File: src/rtl/fu_wb_arbiter.sv
// fu_wb_arbiter
//   Collects results from NUM_FU functional units and serialises them onto a
//   single writeback/CDB port. Each FU owns one skid buffer. A round-robin
//   grant runs over the occupied buffers. A combinational per-FU hold stops an
//   FU from presenting a new result while its buffered result is still waiting.
//
// Ports
//   clk, rst                clock, asynchronous active-low reset
//   fu_out_valid[i]         FU i presents a result this cycle
//   fu_out_inst_id[i]       instruction ID of that result
//   fu_out_prn[i][k]        destination PRN for result slot k
//   fu_out_data[i][k]       data for result slot k
//   fu_out_data_valid[i][k] valid for result slot k
//   fu_hold[i]              FU i must not present a new result this cycle
//   cdb_valid / cdb_ready   writeback handshake
//   cdb_src                 index of the FU being written back
//   cdb_inst_id, cdb_prn, cdb_data, cdb_data_valid
//                           granted payload, driven to 0 while cdb_valid=0
//   err_overflow            sticky; set when a result arrives at a held FU
//
// Optional build macro FU_WB_ARB_PERF_EN adds:
//   perf_clr                synchronous clear of all wait counters
//   perf_wait_cycles[i]     saturating count of cycles FU i's result waited
module fu_wb_arbiter #(
  parameter int NUM_FU       = 4,
  parameter int INST_ID_BITS = 6,
  parameter int PRN_BITS     = 6,
  parameter int MAX_OPERANDS = 3,
  parameter int DATA_W       = 64
) (
  input  logic                       clk,
  input  logic                       rst,
`ifdef FU_WB_ARB_PERF_EN
  input  logic                       perf_clr,
  output logic [31:0]                perf_wait_cycles [NUM_FU],
`endif
  input  logic                       fu_out_valid      [NUM_FU],
  input  logic [INST_ID_BITS-1:0]    fu_out_inst_id    [NUM_FU],
  input  logic [PRN_BITS-1:0]        fu_out_prn        [NUM_FU][MAX_OPERANDS],
  input  logic [DATA_W-1:0]          fu_out_data       [NUM_FU][MAX_OPERANDS],
  input  logic                       fu_out_data_valid [NUM_FU][MAX_OPERANDS],
  output logic                       fu_hold           [NUM_FU],
  output logic                       cdb_valid,
  input  logic                       cdb_ready,
  output logic [$clog2(NUM_FU)-1:0]  cdb_src,
  output logic [INST_ID_BITS-1:0]    cdb_inst_id,
  output logic [PRN_BITS-1:0]        cdb_prn           [MAX_OPERANDS],
  output logic [DATA_W-1:0]          cdb_data          [MAX_OPERANDS],
  output logic                       cdb_data_valid    [MAX_OPERANDS],
  output logic                       err_overflow
);

  localparam int SRC_W = $clog2(NUM_FU);

  // Skid buffer contents, one entry per FU
  logic [NUM_FU-1:0]       vld_p0;
  logic [INST_ID_BITS-1:0] buf_inst_id_p0 [NUM_FU];
  logic [PRN_BITS-1:0]     buf_prn_p0     [NUM_FU][MAX_OPERANDS];
  logic [DATA_W-1:0]       buf_data_p0    [NUM_FU][MAX_OPERANDS];
  logic                    buf_dv_p0      [NUM_FU][MAX_OPERANDS];

  logic [SRC_W-1:0]  rr_ptr;
  logic [SRC_W-1:0]  sel;
  logic              found;
  logic              transfer;
  logic [NUM_FU-1:0] drain;
  logic [NUM_FU-1:0] capture;
  logic [NUM_FU-1:0] hold;
  logic [NUM_FU-1:0] overflow_hit;

  // Successor of a round-robin index with wrap at NUM_FU-1; works for
  // non-power-of-two NUM_FU where plain binary wrap would not.
  function automatic logic [SRC_W-1:0] next_ptr(input logic [SRC_W-1:0] p);
    if (p == SRC_W'(NUM_FU - 1)) return '0;
    else                         return p + SRC_W'(1);
  endfunction

  // Round-robin search: first occupied buffer at or after rr_ptr.
  always_comb begin
    int idx;
    idx   = 0;
    sel   = '0;
    found = 1'b0;
    for (int k = 0; k < NUM_FU; k++) begin
      idx = int'(rr_ptr) + k;
      if (idx >= NUM_FU) idx = idx - NUM_FU;
      if (!found && vld_p0[idx]) begin
        found = 1'b1;
        sel   = SRC_W'(idx);
      end
    end
  end

  assign cdb_valid = |vld_p0;
  assign transfer  = cdb_valid && cdb_ready;

  // Drain/capture/hold per FU. Hold depends on cdb_ready so that a buffer
  // being drained this cycle can accept its FU's next result without a bubble.
  always_comb begin
    drain        = '0;
    capture      = '0;
    hold         = '0;
    overflow_hit = '0;
    for (int i = 0; i < NUM_FU; i++) begin
      drain[i]        = transfer && (sel == SRC_W'(i));
      hold[i]         = vld_p0[i] && !drain[i];
      capture[i]      = fu_out_valid[i] && !hold[i];
      overflow_hit[i] = fu_out_valid[i] && hold[i];
      fu_hold[i]      = hold[i];
    end
  end

  // Granted payload; forced to zero whenever nothing is buffered.
  always_comb begin
    cdb_src     = '0;
    cdb_inst_id = '0;
    for (int k = 0; k < MAX_OPERANDS; k++) begin
      cdb_prn[k]        = '0;
      cdb_data[k]       = '0;
      cdb_data_valid[k] = 1'b0;
    end
    if (cdb_valid) begin
      cdb_src     = sel;
      cdb_inst_id = buf_inst_id_p0[sel];
      for (int k = 0; k < MAX_OPERANDS; k++) begin
        cdb_prn[k]        = buf_prn_p0[sel][k];
        cdb_data[k]       = buf_data_p0[sel][k];
        cdb_data_valid[k] = buf_dv_p0[sel][k];
      end
    end
  end

  // ---- stage p0: skid buffer occupancy, arbitration pointer, error flag ----
  always_ff @(posedge clk or negedge rst) begin
    if (!rst) begin
      vld_p0       <= '0;
      rr_ptr       <= '0;
      err_overflow <= 1'b0;
    end else begin
      for (int i = 0; i < NUM_FU; i++) begin
        if (capture[i])    vld_p0[i] <= 1'b1;
        else if (drain[i]) vld_p0[i] <= 1'b0;
      end
      if (transfer)       rr_ptr       <= next_ptr(sel);
      if (|overflow_hit)  err_overflow <= 1'b1;
    end
  end

  // ---- stage p0: skid buffer payload (no reset; qualified by vld_p0) ----
  always_ff @(posedge clk) begin
    for (int i = 0; i < NUM_FU; i++) begin
      if (capture[i]) begin
        buf_inst_id_p0[i] <= fu_out_inst_id[i];
        for (int k = 0; k < MAX_OPERANDS; k++) begin
          buf_prn_p0[i][k]  <= fu_out_prn[i][k];
          buf_data_p0[i][k] <= fu_out_data[i][k];
          buf_dv_p0[i][k]   <= fu_out_data_valid[i][k];
        end
      end
    end
  end

`ifdef FU_WB_ARB_PERF_EN
  function automatic logic [31:0] sat_inc(input logic [31:0] v);
    if (v == 32'hFFFF_FFFF) return v;
    else                    return v + 32'd1;
  endfunction

  // ---- stage p0: wait-cycle counters (a held buffer counts as waiting) ----
  always_ff @(posedge clk or negedge rst) begin
    if (!rst) begin
      for (int i = 0; i < NUM_FU; i++) perf_wait_cycles[i] <= '0;
    end else begin
      for (int i = 0; i < NUM_FU; i++) begin
        if (perf_clr)     perf_wait_cycles[i] <= '0;
        else if (hold[i]) perf_wait_cycles[i] <= sat_inc(perf_wait_cycles[i]);
      end
    end
  end
`endif

endmodule
File: config.mk
export PLATFORM = sky130hd
export DESIGN_NAME = fu_wb_arbiter
export DESIGN_NICKNAME = d
export VERILOG_FILES = /design/src/rtl/fu_wb_arbiter.sv
export SDC_FILE = /design/constraint.sdc
export NUM_CORES = 1
export LEC_CHECK = 0
export BUFFER_PORTS_ARGS = -buffer_cell sky130_fd_sc_hd__buf_4
export CORE_AREA = 8 8 421 423
export CTS_BUF_LIST = sky130_fd_sc_hd__clkbuf_4 sky130_fd_sc_hd__clkbuf_8
export CTS_CLUSTER_SIZE = 40
export DETAILED_ROUTE_END_ITERATION = 8
export DIE_AREA = 0 0 429 431
export SLEW_MARGIN = 15
export SYNTH_ARGS = -nofsm -noshare
export SYNTH_HDL_FRONTEND = slang
export SYNTH_SLANG_ARGS = --single-unit
File: constraint.sdc
create_clock -name clk -period 29.6 [get_ports clk]
set_clock_uncertainty 0.1 [all_clocks]
set_input_delay 1.48 -clock clk [delete_from_list [all_inputs] [get_ports clk]]
set_output_delay 1.48 -clock clk [all_outputs]
set_load 0.05 [all_outputs]
==> impl_metrics.json <==
{
  "wl_met3_um": 16800,
  "routed_via_density": 4.33,
  "clock.fmax_mhz": 134,
  "synth_most_common_cell": "edfxtp_1",
  "post_cts_resize_count": 0,
  "cts_root_buffer": "clkbuf_8",
  "muxShareOfSynthArea_pct": 6.28,
  "cts_setup_buffers": 0,
  "grt_pass1_vias": 25300,
  "ys_seq_elements": 883,
  "vias": 24800,
  "layout_min_cycle_time_ps": 7450,
  "synthCells": 2167,
  "ys_async_sr_fraction_pct": 0.793,
  "dieHeight_um": 431,
  "period_share_pct": 25.2,
  "ant_nets": 0,
  "synthTopCellsByArea": "edfxtp_1 75%, mux2i_1 6.2%, a211oi_2 6.0%",
  "antenna_found_initial": 58,
  "path_cells": "mux2_2 -> o221ai_4 -> buf_4 -> buf_4 -> buf_4 -> buf_4 -> nand2_1 -> and3_1 -> a211oi_2 -> buf_4",
  "clockBufferDepth": 3,
  "groute.usage.overall_pct": 17.2,
  "yosysWarnings": 0,
  "outcome": "completed",
  "cpMostUsedCell": "buf_4",
  "cp_top_family": "buffers and inverters",
  "overflow": 0,
  "final_hold_viol_count": 0,
  "setup_viol": 0,
  "syn-num-nets": 3051,
  "core_area_mm2": 0.171,
  "clk_latency_ps": 880,
  "syn_to_final_growth_pct": 39.8,
  "ios": 1110,
  "synth_edf_count": 876,
  "cpPeakStageDelay_ps": 830,
  "ys_seq_area_share_pct": 75.0,
  "drt-met1-wl_um": 64700,
  "r2r-start": "rr_ptr[1]$_DFFE_PN0P_",
  "critPathLaunchType": "flop",
  "dieArea_mm2": 0.185,
  "max_slew_margin_pct": 12.8,
  "cts_tree": "done",
  "syn_area_per_cell_um2": 16.3,
  "worstSetupStartpoint": "rr_ptr[1]$_DFFE_PN0P_",
  "path_clk_slew_ps": 60,
  "drt_drc_violations_left": 0,
  "rsz0062_at_grt": "no",
  "grt_max_degree": 113,
  "hold_buffers": 0,
  "nets": 4214,
  "synth_compound_area_share_pct": 7.40,
  "synth_top_family_by_area": "simple AND/OR/NAND/NOR gates",
  "synth_top_cell_by_area": "edfxtp_1",
  "numCtsBuffers": 161,
  "synthAdderAreaFrac_pct": 0.0355,
  "post-dp-hpwl_um": 126000,
  "wirelength_um": 168000,
  "met2_length_um": 81500,
  "drt_iter0_markers": 2471,
  "ys_types": 32,
  "end_kind": "output port",
  "synth_top_area_share_pct": 74.6,
  "gp_congestion": 0.975,
  "drive_above_1_share_pct": 45.8,
  "num_rows": 152,
  "highest_layer": "met5",
  "drv_cap": 0,
  "die_w_um": 429,
  "port_buffers": 1109,
  "crit_path_max_fanout": 61,
  "syn_area_mm2": 0.0353,
  "cts_num_sinks": 883,
  "grt_pass1_wl_um": 221000,
  "worst_slew_pin_slew_ps": 1310,
  "slowest_stage": "buf_4",
  "fin_tns_setup_ps": 0,
  "synthXorXnorAreaFrac_pct": 0,
  "start_util_pct": 20.7,
  "cp_data_required_time_ps": 28020,
  "hold_path.class": "in -> async",
  "wire_per_inst_um": 29.4,
  "synth_commonest_cells": "876 x edfxtp_1, 443 x nand2_1, 219 x and3_1, 219 x mux2i_1, 169 x a211oi_2",
  "h-tree-depth": 4,
  "drt_pass1_iterations": 5,
  "synth-simple-area-share_pct": 8.76,
  "cp.arrival_ps": 5870,
  "crit_buf_inv": 5,
  "ys.flop_type": "edfxtp_1",
  "final_util_pct": 28.9,
  "critical_path_class": "reg -> out",
  "drv_slew": 0
}
[kinds of logic after synthesis]
| family | after synthesis |
|---|---|
| compound gates | 235 |
| mux | 221 |
| fa+ha+maj | 1 |
| flops | 883 |
| buf+inv | 156 |
| simple gates | 671 |
[sequential cells by signal (all words and copies together) (netlist names)]
signal          flops
err_overflow        1
buf_prn_p0         72
buf_inst_id_p0     24
rr_ptr              2
buf_dv_p0          12
vld_p0              4
buf_data_p0       768
[cells in the final DEF, fill, tap and decap left out, types with 31 or more instances in the layout]
cell,count
diode_2,31
clkbuf_8,162
a211oi_2,169
clkbuf_4,46
nand2_1,443
a211oi_1,51
and3_1,219
clkinv_1,32
edfxtp_1,876
buf_4,1140
mux2i_1,219
[worst paths after layout]
kind / end / slack, ps / cells after the start
worst min-delay path: rr_ptr[1]$_DFFE_PN0P_ / 310 / 1
min in group clk: err_overflow$_DFFE_PN0P_ / 480 / 2
worst max register to register: buf_data_p0[0][91]$_DFFE_PP_ / 24600 / 8
max in group asynchronous: rr_ptr[0]$_DFFE_PN0P_ / 28950 / 1
worst max-delay path: cdb_data[168] / 22150 / 10
worst min register to register: err_overflow$_DFFE_PN0P_ / 480 / 2
[final cells by class]
cell class,count,area [µm²]
multi-input cells,1128,7970
flip-flops and latches,883,26500
fillers,17200,121000
diodes,31,77.6
clock buffers,208,2570
inverters,11,56.3
well taps,2233,2790
repair buffers,1145,8660
clock inverters,79,697
[metal layers]
layer	GRT usage (%)	vias to the layer above
li1	-	10700
met3	6.28	278
met2	28.3	1370
met1	21.0	12400
met5	0	-
met4	5.31	28
[metrics by stage]
stage / hold WS, ps / worst slack, ps / area, µm² / instances
global placement: 448 / 23160 / 46000 / 5400
finish: 314 / 22150 / 49300 / 5718
global route: 196 / 21820 / 49300 / 5707
CTS: 163 / 22050 / 49200 / 5687
detailed placement: 454 / 23110 / 46000 / 5400
floorplan: 445 / 16880 / 35300 / 2167
Power is not shown: default switching activity piles up to over one toggle a cycle in this logic, so the estimate is an artifact.
